<file path="config.mk">
export PLATFORM = sky130hd
export DESIGN_NAME = serial_word_collect
export DESIGN_NICKNAME = d
export VERILOG_FILES = /design/src/rtl/serial_word_collect.sv
export SDC_FILE = /design/constraint.sdc
export NUM_CORES = 1
export LEC_CHECK = 0
export ABC_AREA = 1
export CAP_MARGIN = 20
export CORE_MARGIN = 4
export CORE_UTILIZATION = 55
export DETAILED_ROUTE_END_ITERATION = 10
export HOLD_SLACK_MARGIN = 0.03
export PLACE_DENSITY = 0.79
export SYNTH_ARGS = -nofsm -noshare
export SYNTH_HDL_FRONTEND = slang
export SYNTH_SLANG_ARGS = --single-unit
export TNS_END_PERCENT = 100
</file>
<file path="constraint.sdc">
create_clock -name clk -period 2.3 [get_ports clk]
set_input_delay 0.345 -clock clk [delete_from_list [all_inputs] [get_ports clk]]
set_output_delay 0.345 -clock clk [all_outputs]
set_load 0.02 [all_outputs]
</file>
<file path="src/rtl/serial_word_collect.sv">
// serial_word_collect: assembles a serial bit stream into WIDTH-bit words behind a one-deep valid/ready output register.
module serial_word_collect #(
  parameter int WIDTH     = 32,
  parameter bit LSB_FIRST = 1'b1,
  parameter int TIMEOUT   = 0
) (
  input  logic                     clk,
  input  logic                     rst,
  input  logic                     bit_in,
  input  logic                     bit_vld,
  input  logic                     frame_start,
  output logic [WIDTH-1:0]         word_out,
  output logic                     word_vld,
  input  logic                     word_rdy,
  output logic [$clog2(WIDTH)-1:0] bit_cnt,
  output logic                     overflow,
  output logic                     abort
);
  localparam int CW = $clog2(WIDTH);
  localparam int GW = TIMEOUT > 0 ? $clog2(TIMEOUT + 1) : 1;
  localparam logic [0:0] IDLE    = 1'b0;
  localparam logic [0:0] COLLECT = 1'b1;
  logic [0:0]       state_q, state_d;
  logic [CW-1:0]    cnt_q, cnt_d, eff_cnt, pos;
  logic [GW-1:0]    gap_q, gap_d;
  logic [WIDTH-1:0] shift_q, shift_d, word_q, word_d, wr_word;
  logic             vld_q, vld_d, ovf_q, ovf_d, abort_q, abort_d;
  logic             done, load, idle_gap, timeout;
  always_comb begin
    eff_cnt  = frame_start ? '0 : cnt_q;
    pos      = LSB_FIRST ? eff_cnt : CW'(WIDTH - 1) - eff_cnt;
    // a fresh word starts from zeros so no bit of an older word can leak through
    wr_word      = (eff_cnt == '0) ? '0 : shift_q;
    wr_word[pos] = bit_in;
    done     = bit_vld && (eff_cnt == CW'(WIDTH - 1));
    idle_gap = (TIMEOUT > 0) && (state_q == COLLECT) && !bit_vld && !frame_start;
    timeout  = idle_gap && (gap_q == GW'(TIMEOUT - 1));
    gap_d    = (idle_gap && !timeout) ? gap_q + 1'b1 : '0;
    cnt_d    = bit_vld ? (done ? '0 : eff_cnt + 1'b1) : ((frame_start || timeout) ? '0 : cnt_q);
    state_d  = (cnt_d != '0) ? COLLECT : IDLE;
    shift_d  = bit_vld ? wr_word : shift_q;
    load     = done && (!vld_q || word_rdy);
    vld_d    = load || (vld_q && !word_rdy);
    word_d   = load ? wr_word : word_q;
    ovf_d    = done && vld_q && !word_rdy;
    abort_d  = timeout;
  end
  always_ff @(posedge clk) begin
    if (rst) begin
      state_q <= IDLE;
      cnt_q   <= '0;
      gap_q   <= '0;
      shift_q <= '0;
      word_q  <= '0;
      vld_q   <= 1'b0;
      ovf_q   <= 1'b0;
      abort_q <= 1'b0;
    end else begin
      state_q <= state_d;
      cnt_q   <= cnt_d;
      gap_q   <= gap_d;
      shift_q <= shift_d;
      word_q  <= word_d;
      vld_q   <= vld_d;
      ovf_q   <= ovf_d;
      abort_q <= abort_d;
    end
  end
  assign word_out = word_q;
  assign word_vld = vld_q;
  assign bit_cnt  = cnt_q;
  assign overflow = ovf_q;
  assign abort    = abort_q;
endmodule

</file>
==> flow_summary.ini <==
[die]
die-area_mm2 = 0.008108
boundaryPins = 46
core_mm2 = 0.006459
rows = 29
start_util = 0.5732
die_y_um = 90.05
die_x_um = 90.05

[clock_network]
hold_buffers = 0
cts_buffers = 9
ctsResizeCount = 0
cts_setup_buffers = 0
clock_path_buffers = 2
htreeDepth = 3
tritoncts = yes
clock_latency_ns = 0.35
clock-root-buffer = clkbuf_8
clk_pin_slew_ns = 0.07
numClockSinks = 71

[logic_synthesis]
synthSimpleGateAreaFrac = 0.4640
synth.ff_latch_count = 71
synth_xor_area_frac = 0
synth_edf_count = 0
synth_top_family_by_area = simple AND/OR/NAND/NOR gates
netlist_top_cells_area = dfxtp_1 38%, nand3_1 18%, nor2_1 14%, nand2_1 10%, inv_1 7.3%
synthMuxAreaShare = 0
synth_top_cell_by_area = dfxtp_1
avgSynthCellArea_um2 = 6.350
synth_ff_type = dfxtp_1
ys_warn_count = 0
yosysMostFrequentCell = nor2_1
synth_cell_types = 23
synth_compound_area_frac = 0.02163
syn_nets = 590
yosys.area_share.adder = 0.003380
synth_area_mm2 = 0.003702
synth-async-reset-ratio = 0
synthTopCellsByCount = 138 x nor2_1, 132 x nand3_1, 99 x nand2_1
seq_area_frac_synth = 0.3839
synth_cells = 583
synth_top_area_frac = 0.3839

[global_route]
track_usage = 0.2210
antenna_found_initial = 0
met2_usage = 0.3771
grt_pass1_vias = 3355
met1_usage = 0.2639
grt_max_degree = 45
grt_busiest_layer = met2
grt_overflow = 0
gr-usage-met3 = 0.06928
grt_pass1_wl_um = 14920

[sta]
fin_crit_sh = 0.8378
maxSlewViolCount = 0
max_freq_mhz = 519.0
fin_hold_ws_ns = 0.3479
fin_crit_ns = 1.927
relSlewSlack = 0.6213
setup_viol = 0
hold_violations = 0
worstMarginPinSlew_ns = 0.5680
setup_tns_ns = 0
finalClockSkew_ns = 0.007269
rsz0062_at_grt = no

[final_layout]
nNetsFinal = 622
final_area_mm2 = 0.004397
area_growth_syn_to_layout_pct = 18.76
n_fill_cell = 548
drive_above_1_share = 0.08548
multi_input_area_mm2 = 0.001814
register_area_mm2 = 0.001421
antenna-diode-count = 0

[placed_design]
detailed_place.area_mm2 = 0.004175
numPortBuffers = 44
dp_hpwl_um = 5828
gp_congestion = 0.9048

[setup_path]
crit_type = flop to output port
crit_required_ns = 1.96
r2r_end = word_out[27]$_SDFFE_PP0P_
cpMaxStageDelayCell = clkdlybuf4s50_1
crit_buf_inv = 1
cp-start-kind = flop
rr_worst_depth = 12
crit_arrival_ns = 1.58
cp_top_family = buffers and inverters
path_depth = 1
cp-end-kind = output port
path_cells = clkdlybuf4s50_1
max_stage_delay_ns = 0.71
r2r_start = bit_cnt[3]$_SDFF_PP0_
crit_fanout = 8
reg2reg_slack_ns = 0.39

[route]
antenna_left = 0
drcViolationCount = 0
via_per_inst = 5.265
drt-initial-drc-count = 289
wl_per_cell_um = 12.65
vias = 3670
wirelength_um = 8820
dr.pass1.iters = 5

[worst_hold_path]
hold_path.class = input pin to flop
hold_depth = 3
hold_end = overflow$_SDFF_PP0_
min-delay-start = bit_vld

[power_and_ir_drop]
ir_worst_vdd_uv = 446.8
power_density_mw_per_mm2 = 589.2
p_leak_nw = 2.088

[status]
outcome = complete, no violations

[flow_run]
drv_cap = 0
[routing by layer]
metal  wire length [µm]  vias to the layer above
met4                148                        0
met1               3878                     1653
met3                507                       21
li1                   -                     1874
met5                  0                        -
met2               4286                      122
[cell families after synthesis]
group	after synthesis
adders and majority gates	1
buffers and inverters	111
and+or+nand+nor	387
other	1
DFF	71
AOI/OAI and AO/OA	12
[power breakdown]
part	internal (mW)	leakage, nW	switching, mW
logic	0.0678	1.40	0.134
clock network	0.611	0.105	0.497
registers	1.26	0.578	0.0201
[final cells by class]
cell class,instances,area share
inverters,76,0.06488
repair buffers,56,0.1269
well taps,77,0.02191
multi-input cells,401,0.4126
clock buffers,9,0.02817
clock inverters,7,0.02220
flip-flops and latches,71,0.3233
[registers in the layout, summed over array words and instances (netlist names)]
name and count:
overflow 1, shift_q 32, bit_cnt 5, word_out 32, word_vld 1
[worst max-delay path by stage]
stage                                      to  slack [ns]                  start
finish                             bit_cnt[4]        0.37  bit_cnt[4]$_SDFF_PP0_
CTS                                bit_cnt[4]        0.37  bit_cnt[4]$_SDFF_PP0_
global placement    word_out[20]$_SDFFE_PP0P_        0.09            frame_start
detailed placement  word_out[20]$_SDFFE_PP0P_        0.04            frame_start
floorplan           word_out[31]$_SDFFE_PP0P_        0.39  bit_cnt[1]$_SDFF_PP0_
global route        word_out[22]$_SDFFE_PP0P_        0.18            frame_start
[worst min-delay path, delay by kind of cell]
family	cells	cell delay, ns
buffers and inverters	1	0.12
and+or+nand+nor	2	0.18
[per-stage QoR]
step	util	setup WS [ns]	power, mW	instances
after global placement	0.6465	0.09073	1.497	681
after detailed placement	0.6465	0.03504	1.507	681
final	0.6807	0.3732	2.591	697
after floorplan	-	0.3921	1.458	583
after global routing	0.6807	0.1821	2.700	697
after CTS	0.6807	0.3714	2.609	697
[placed cells by master, fill, tap and decap left out, types with 2 or more instances in the layout]
| cell type | n |
|---|---|
| a21oi_1 | 6 |
| buf_12 | 3 |
| buf_2 | 2 |
| buf_4 | 9 |
| bufinv_16 | 2 |
| clkbuf_8 | 9 |
| clkdlybuf4s50_1 | 42 |
| clkinv_4 | 2 |
| clkinvlp_4 | 2 |
| dfxtp_1 | 71 |
| inv_1 | 72 |
| inv_2 | 4 |
| nand2_1 | 99 |
| nand3_1 | 132 |
| nand3_2 | 11 |
| nor2_1 | 138 |
| nor2_2 | 3 |
| nor2_4 | 3 |
| o21ai_0 | 2 |
No activity file was read; power rests on OpenSTA's default activity.
